File: config.mk
export PLATFORM = sky130hd
export DESIGN_NAME = serial_word_capture
export DESIGN_NICKNAME = d
export VERILOG_FILES = /design/src/rtl/serial_word_capture.sv
export SDC_FILE = /design/constraint.sdc
export NUM_CORES = 1
export LEC_CHECK = 0
export ABC_CLOCK_PERIOD_IN_PS = 7760
export BUFFER_PORTS_ARGS = -buffer_cell sky130_fd_sc_hd__buf_4
export CORE_ASPECT_RATIO = 1.5
export CORE_MARGIN = 4
export CORE_UTILIZATION = 53
export CTS_CLUSTER_SIZE = 25
export DETAILED_ROUTE_END_ITERATION = 10
export MAX_ROUTING_LAYER = met4
export PLACE_DENSITY = 0.76
export SLEW_MARGIN = 20
export SYNTH_ARGS = -nofsm -noshare
export SYNTH_HDL_FRONTEND = slang
export SYNTH_SLANG_ARGS = --single-unit
File: constraint.sdc
create_clock -name clk -period 7.76 [get_ports clk]
set_input_delay 0 -clock clk [delete_from_list [all_inputs] [get_ports clk]]
set_output_delay 0 -clock clk [all_outputs]
set_load 0.02 [all_outputs]
File: src/rtl/serial_word_capture.sv
// Oversampling capture of a framed serial word stream into a first-word-fall-through FIFO.
// Flags short frames, long frames and FIFO overflow with single-cycle pulses.
module serial_word_capture #(
  parameter int WORD_BITS   = 32,
  parameter int SYNC_STAGES = 2,
  parameter int FIFO_DEPTH  = 4
) (
  input  logic                                 clk,
  input  logic                                 rst,
  input  logic                                 ser_en,
  input  logic                                 ser_clk,
  input  logic                                 ser_data,
  output logic [WORD_BITS-1:0]                 m_data,
  output logic                                 m_valid,
  input  logic                                 m_ready,
  output logic [$clog2(FIFO_DEPTH+1)-1:0]      fifo_level,
  output logic                                 err_short,
  output logic                                 err_long,
  output logic                                 ovf
);

  localparam int LW  = $clog2(FIFO_DEPTH + 1);
  localparam int PW  = $clog2(FIFO_DEPTH);
  localparam int CW  = $clog2(WORD_BITS + 1);
  localparam int PRW = $clog2(SYNC_STAGES + 1);

  typedef enum logic [1:0] {WAIT_LOW, IDLE, SHIFT, DONE} state_t;

  logic [SYNC_STAGES-1:0] en_sync_q, clk_sync_q, dat_sync_q;
  logic                   clk_d_q;
  logic [PRW-1:0]         prime_q;
  logic                   en_s, clk_s, dat_s, edge_s, primed;

  assign en_s   = en_sync_q[SYNC_STAGES-1];
  assign clk_s  = clk_sync_q[SYNC_STAGES-1];
  assign dat_s  = dat_sync_q[SYNC_STAGES-1];
  assign edge_s = clk_s & ~clk_d_q;
  // Synchronizer outputs only reflect ser_en once every stage has been refilled after reset.
  assign primed = (prime_q == PRW'(SYNC_STAGES));

  always_ff @(posedge clk) begin
    if (rst) begin
      en_sync_q  <= '0;
      clk_sync_q <= '0;
      dat_sync_q <= '0;
      clk_d_q    <= 1'b0;
      prime_q    <= '0;
    end else begin
      en_sync_q  <= {en_sync_q[SYNC_STAGES-2:0], ser_en};
      clk_sync_q <= {clk_sync_q[SYNC_STAGES-2:0], ser_clk};
      dat_sync_q <= {dat_sync_q[SYNC_STAGES-2:0], ser_data};
      clk_d_q    <= clk_s;
      if (!primed) prime_q <= prime_q + 1'b1;
    end
  end

  state_t               state_q, state_d;
  logic [WORD_BITS-2:0] sreg_q, sreg_d;
  logic [CW-1:0]        count_q, count_d, cnt_eff;
  logic [WORD_BITS-1:0] word_next;
  logic                 push_req, err_short_d, err_long_d;

  assign word_next = {sreg_q, dat_s};

  always_comb begin
    state_d     = state_q;
    sreg_d      = sreg_q;
    count_d     = count_q;
    cnt_eff     = count_q;
    push_req    = 1'b0;
    err_short_d = 1'b0;
    err_long_d  = 1'b0;
    case (state_q)
      WAIT_LOW: begin
        if (primed && !en_s) state_d = IDLE;
      end
      IDLE: begin
        if (en_s) begin
          state_d = SHIFT;
          count_d = '0;
          if (edge_s) begin
            sreg_d  = word_next[WORD_BITS-2:0];
            count_d = CW'(1);
          end
        end
      end
      SHIFT: begin
        // A bit edge in the same cycle as the enable fall is counted before the fall is judged.
        if (edge_s) begin
          sreg_d  = word_next[WORD_BITS-2:0];
          cnt_eff = count_q + 1'b1;
        end
        if (edge_s && cnt_eff == CW'(WORD_BITS)) begin
          push_req = 1'b1;
          state_d  = DONE;
          count_d  = '0;
        end else if (!en_s) begin
          err_short_d = (cnt_eff != '0);
          state_d     = IDLE;
          count_d     = '0;
        end else begin
          count_d = cnt_eff;
        end
      end
      DONE: begin
        if (edge_s) err_long_d = 1'b1;
        if (!en_s) state_d = IDLE;
      end
      default: state_d = WAIT_LOW;
    endcase
  end

  logic [WORD_BITS-1:0] mem_q [FIFO_DEPTH];
  logic [PW-1:0]        wr_ptr_q, rd_ptr_q, rd_ptr_inc;
  logic [LW-1:0]        level_q, level_d;
  logic [WORD_BITS-1:0] m_data_q, m_data_d;
  logic                 pop, full, do_push, ovf_d;
  logic                 err_short_q, err_long_q, ovf_q;

  assign rd_ptr_inc = rd_ptr_q + 1'b1;
  assign full       = (level_q == LW'(FIFO_DEPTH));
  assign pop        = m_valid && m_ready;
  assign do_push    = push_req && (!full || pop);
  assign ovf_d      = push_req && full && !pop;

  always_comb begin
    level_d = level_q;
    if (do_push && !pop) level_d = level_q + 1'b1;
    else if (!do_push && pop) level_d = level_q - 1'b1;
  end

  // Head register: next stored word after a pop, or the incoming word when the queue drains.
  always_comb begin
    m_data_d = m_data_q;
    if (pop) begin
      if (level_q > LW'(1)) m_data_d = mem_q[rd_ptr_inc];
      else if (do_push) m_data_d = word_next;
    end else if (level_q == '0 && do_push) begin
      m_data_d = word_next;
    end
  end

  always_ff @(posedge clk) begin
    if (do_push) mem_q[wr_ptr_q] <= word_next;
  end

  always_ff @(posedge clk) begin
    if (rst) begin
      state_q     <= WAIT_LOW;
      sreg_q      <= '0;
      count_q     <= '0;
      wr_ptr_q    <= '0;
      rd_ptr_q    <= '0;
      level_q     <= '0;
      m_data_q    <= '0;
      err_short_q <= 1'b0;
      err_long_q  <= 1'b0;
      ovf_q       <= 1'b0;
    end else begin
      state_q     <= state_d;
      sreg_q      <= sreg_d;
      count_q     <= count_d;
      level_q     <= level_d;
      m_data_q    <= m_data_d;
      err_short_q <= err_short_d;
      err_long_q  <= err_long_d;
      ovf_q       <= ovf_d;
      if (do_push) wr_ptr_q <= wr_ptr_q + 1'b1;
      if (pop) rd_ptr_q <= rd_ptr_inc;
    end
  end

  assign m_valid    = (level_q != '0);
  assign m_data     = m_data_q;
  assign fifo_level = level_q;
  assign err_short  = err_short_q;
  assign err_long   = err_long_q;
  assign ovf        = ovf_q;

endmodule

# Word-level counts from Yosys, hierarchy flattened
# Memory sizes are Yosys's and may differ from the RTL's.
# Cells that the tools add are included.
# op_classes
n_addsub,6
n_lt_le_gt_ge,1
n_eq_ne,9
muxes,26
bitwise,4
reduce_logical,26
# ops
op,n
$mux W32,4
$mux W31,2
$pmux W31 S2,1
$mux W6,5
$pmux W6 S2,1
$logic_and A1 B1 Y1,9
$mux W2,4
$pmux W2 S4,1
$add A2 B1 Y2 const B,3
$add A6 B1 Y6 const B,1
$eq A2 B2 Y1 const B,3
$eq A6 B6 Y1 const B,1
$mux W1,6
$mux W3,2
$reduce_and A2 Y1,3
$reduce_bool A2 Y1,3
$reduce_bool A6 Y1,1
$logic_not A1 Y1,4
$ne A2 B2 Y1 const B,2
$reduce_or A4 Y1,1
$add A3 B1 Y3 const B,1
$eq A3 B3 Y1 const B,1
$gt A3 B1 Y1 const B,1
$logic_not A3 Y1,1
9 further kinds,11
# totals
register_bits,90
ramBits,128
elab_cells,88
n_memories,1
# memory_table
memory,words,word_bits,read_ports,rd_ports_with_merged_regs,write_ports,line,text
mem_q,4,32,1,0,1,113,logic [WORD_BITS-1:0] mem_q [FIFO_DEPTH];

# Depth between registers and ports, before layout
# logic_depth
depth_word,13
ltp_mapped,13
ltp_nobuf,11

# Worst setup path after synthesis
# OpenSTA, ideal clock, no wires.
# synth_timing
path_type,register to register
from,register count_q[1]
to,register m_data_q[10] (netlist: m_data[10])
arrival_time_ns,2.893
required_time_ns,7.642
setup_slack_ns,4.748
path_stages_with_launch,14
path_buffers,2
period_less_slack_ns,3.012
cell_sequence,dfxtp_1 -> ha_1 -> and4bb_2 -> nand2_1 -> a221o_2 -> nor2b_2 -> buf_6 -> inv_1 -> ha_1 -> a2111o_1 -> a221oi_2 -> nor3_2 -> clkbuf_1 -> o2bb2ai_1
# synth_between
elab_chain_cells,11
elab_cells_between_ends,12
classes_between,add/sub: 1; eq/ne: 2; mux: 4; reduce/logical: 5
# synth_lines
element,line,text
from (decl),59,"logic [CW-1:0] count_q, count_d, cnt_eff;"
from (signal assigned),162,count_q <= count_d;
$add A6 B1 Y6,91,cnt_eff = count_q + 1'b1;
$mux W6 *,89,if (edge_s) begin
$mux W6 *,73,case (state_q)
$eq A6 B6 Y1 *,93,if (edge_s && cnt_eff == CW'(WORD_BITS)) begin
$logic_and A1 B1 Y1 *,93,
$mux W1 *,93,
$mux W1 *,73,
$logic_and A1 B1 Y1 *,123,assign do_push = push_req && (!full || pop);
named net do_push,117,"logic pop, full, do_push, ovf_d;"
$logic_and A1 B1 Y1,138,end else if (level_q == '0 && do_push) begin
$reduce_bool A2 Y1 (no source line),-,
$reduce_and A2 Y1 (no source line) *,-,
to (signal assigned),164,m_data_q <= m_data_d;
to (decl),116,"logic [WORD_BITS-1:0] m_data_q, m_data_d;"
# Mark *: on every way through the listed nets, which the timed path passes. The rest lies on a longest branch. The select of a mux whose other input is x is not followed.
# A chain may end at the register's enable or synchronous reset.

# Worst setup path after layout
# layout_timing
from,register count_q[0]
to,register m_data_q[6] (netlist: m_data[6])
# layout_between
elab_chain_cells,11
elab_cells_between_ends,12
classes_between,add/sub: 1; eq/ne: 2; mux: 4; reduce/logical: 5
# layout_lines
element,line
$add A6 B1 Y6,91
$mux W6 *,89
$mux W6 *,73
$eq A6 B6 Y1 *,93
$logic_and A1 B1 Y1 *,93
$mux W1 *,93
$mux W1 *,73
$logic_and A1 B1 Y1 *,123
$logic_and A1 B1 Y1,138
$reduce_bool A2 Y1 (no source line),-
$reduce_and A2 Y1 (no source line) *,-
# Mark *: on every way between the ends. The rest lies on a longest branch, timed or not. The select of a mux whose other input is x is not followed.

==> impl_metrics.ini <==
[synthesis]
synth_area_leaders = edfxtp_1 (45%), dfxtp_1 (21%), mux4_2 (8.5%)
synth_edf_count = 128
netlist.area_leader.share_pct = 45.2
yosysWarnings = 0
yosys.area_share.simple_pct = 7.79
syn_area_per_cell_um2 = 14.4
synth_ff_type = edfxtp_1
synth_top_family_by_area = multiplexers
synth_top_area_cell = edfxtp_1
synth_xor_area_share_pct = 0.515
synthArstFlopShare_pct = 0
synth_nets = 607
synth_compound_area_share_pct = 8.29
synth_fa_ha_area_share_pct = 1.77
muxShareOfSynthArea_pct = 12.8
synth.yosys.seq_area_share_pct = 66.4
synth_area_um2 = 8500
ys_ff_latch = 218
synthDistinctLibCells = 52
synthCells = 589

[worst_setup_path]
critPathLaunchType = register
cp.arrival_ns = 4.09
reg2reg_depth = 12
cp_max_fo = 32
required_ns = 8.12
r2r_start = count_q[0]$_SDFFE_PP0P_
crit_path_end = m_data[6]$_SDFFE_PP0P_
worstSetupEndpointType = register
r2r_slack_ns = 4.03
path_class = reg2reg
crit_path_start = count_q[0]$_SDFFE_PP0P_
r2r_end = m_data[6]$_SDFFE_PP0P_

[place]
gp_congestion = 0.878
port_buffers = 44
detailedPlacementHpwl_um = 9490
pre_cts_ws_ns = 4.13

[floorplan]
row_count = 56
dieArea_um2 = 18200
ios = 45
initial_utilization_pct = 54.1
fp.dieW_um = 111
core-area_um2 = 15700
die_y_um = 163

[timing]
layout_setup_ws_ns = 4.03
setup_tns_ns = 0
finalCriticalPeriod_ns = 3.73
grt_setup_unrepaired = false
tightestPinTransition_ns = 0.997
holdWs_ns = 0.0435
finalClockSkew_ns = 0.00689
max_freq_ghz = 0.268
maxSlewViolCount = 0
timing.final.crit_share_pct = 48.1
setup_viol = 0
slew-limit-headroom_pct = 33.4
final-hold-violation-count = 0

[power_and_ir_drop]
p_per_area_nw_per_um2 = 273
peakVddDrop_uv = 206
leakage_uw = 0.00320

[drt]
viasPerCell = 5.87
num_vias = 4952
first_pass_iters = 7
routed_wirelength_um = 17100
detail_route.wl_per_cell_um = 20.3
drtIter0Drc = 285
drc = 0
postRouteAntennaNets = 0

[global_route]
antenna_found_initial = 0
gr-total-overflow = 0
grt_start_max_net_pins = 64
grtUsageTotal_pct = 19.6
grt_first_pass_wirelength_um = 27800
grt_pass1_vias = 5303

[final_layout]
drive_above_1_share_pct = 20.6
antenna_cells = 0
final_cell_mix = edfxtp_1 (128), dfxtp_1 (89), nand2_1 (77), buf_4 (48), a21oi_1 (44)
nets = 644
final_common_cell = edfxtp_1
area_growth_pct = 14.5

[run_status]
status = completed

[cts]
numCtsBuffers = 20
cts_tree = yes
root_buffer = clkbuf_16
h-tree-depth = 1
ctsLongestPathBuffers = 3
post_cts_buffers = 0
worst_skew_pair.late_latency_ns = 0.49
clkTransAtPathRegs_ns = 0.06
cts.sinks = 218

[min_path]
hold_path.startpoint = rst
hp-class = in2reg

[job]
drv_cap = 0
## state kept, by name (all words and copies together), names as in the netlist, 3 cells and up
signal / count
m_data: 32
fifo_level: 3
sreg_q: 31
mem_q: 128
count_q: 6
## metrics by stage
stage	instances	utilization, %	area (um2)	power, uW
after global placement	803	57.2	8980	1620
after global routing	843	62.0	9730	2750
after floorplan	589	-	8500	1530
after CTS	843	62.0	9730	2670
after detailed placement	803	57.2	8980	1640
final	843	62.0	9730	2650
## layout make-up
type / instances / area (um2)
clock buffer: 28 / 592
clock inverter: 8 / 115
fill: 1195 / 5970
inverter: 10 / 37.5
multi-input combinational: 324 / 2680
sequential: 218 / 5650
tap: 203 / 254
timing repair buffer: 52 / 400
## critical path, cell delays in order, from the launching register on
cell and delay, ns:
dfxtp_1 0.61, ha_1 0.34, and4bb_2 0.36, nand2_1 0.08
a221o_2 0.36, nor2b_2 0.30, inv_1 0.08, ha_1 0.22
a2111o_1 0.38, a221oi_2 0.36, nor3_4 0.04, buf_4 0.30
o2bb2ai_1 0.19
## cells by family after synthesis
| kind of cell | after synthesis |
|---|---|
| AO/OA/AOI/OAI | 104 |
| XOR/XNOR | 5 |
| adder cells (fa/ha/maj) | 12 |
| buffers and inverters | 47 |
| flip-flops | 218 |
| multiplexers | 68 |
| AND/OR/NAND/NOR | 135 |
## worst min path at each step
stage | cells past startpoint | to
after global placement | 2 | dat_sync_q[0]$_SDFF_PP0_
after detailed placement | 2 | dat_sync_q[0]$_SDFF_PP0_
after floorplan | 1 | clk_sync_q[0]$_SDFF_PP0_
final | 2 | fifo_level[1]$_SDFFE_PP0P_
after CTS | 2 | fifo_level[1]$_SDFFE_PP0P_
after global routing | 2 | fifo_level[0]$_SDFFE_PP0P_
## Yosys cell counts (all sizes together) (2+ instances only)
| master | instances |
|---|---|
| o21ai | 9 |
| o2bb2ai | 32 |
| edfxtp | 128 |
| nor4 | 2 |
| a211oi | 5 |
| buf | 16 |
| and2 | 5 |
| a21oi | 45 |
| or3 | 2 |
| nor2b | 9 |
| xor2 | 4 |
| ha | 12 |
| nor3 | 5 |
| nand3b | 2 |
| dfxtp | 90 |
| nand3 | 3 |
| mux2i | 35 |
| o21bai | 2 |
| clkbuf | 21 |
| inv | 10 |
| nor2 | 16 |
| nand4 | 2 |
| nand2b | 4 |
| o2111ai | 2 |
| nand2 | 77 |
| mux4 | 32 |
## per-layer routing
layer  GRT usage (%)  routed length [um]  part of all wire (%)  vias to the layer above
met2            35.2                9300                    54                      148
met3            2.78                 715                   4.2                       34
li1                -                   -                     -                     2282
met5               -                   0                     0                        -
met1            22.7                6670                    39                     2488
met4            6.47                 427                   2.5                        0
## what timing repair did
item                       4_1_cts  5_1_grt
setup endpoints to repair        0        0
hold buffers                     4        0
hold endpoints to repair         4        0
resized for setup                0        0
## where the power goes
part           internal (uW)  total (uW)  switching (uW)
clock network            633        1040             405
registers               1230        1270            33.0
logic                    145         348             203
(Power assumes the default switching activity.)
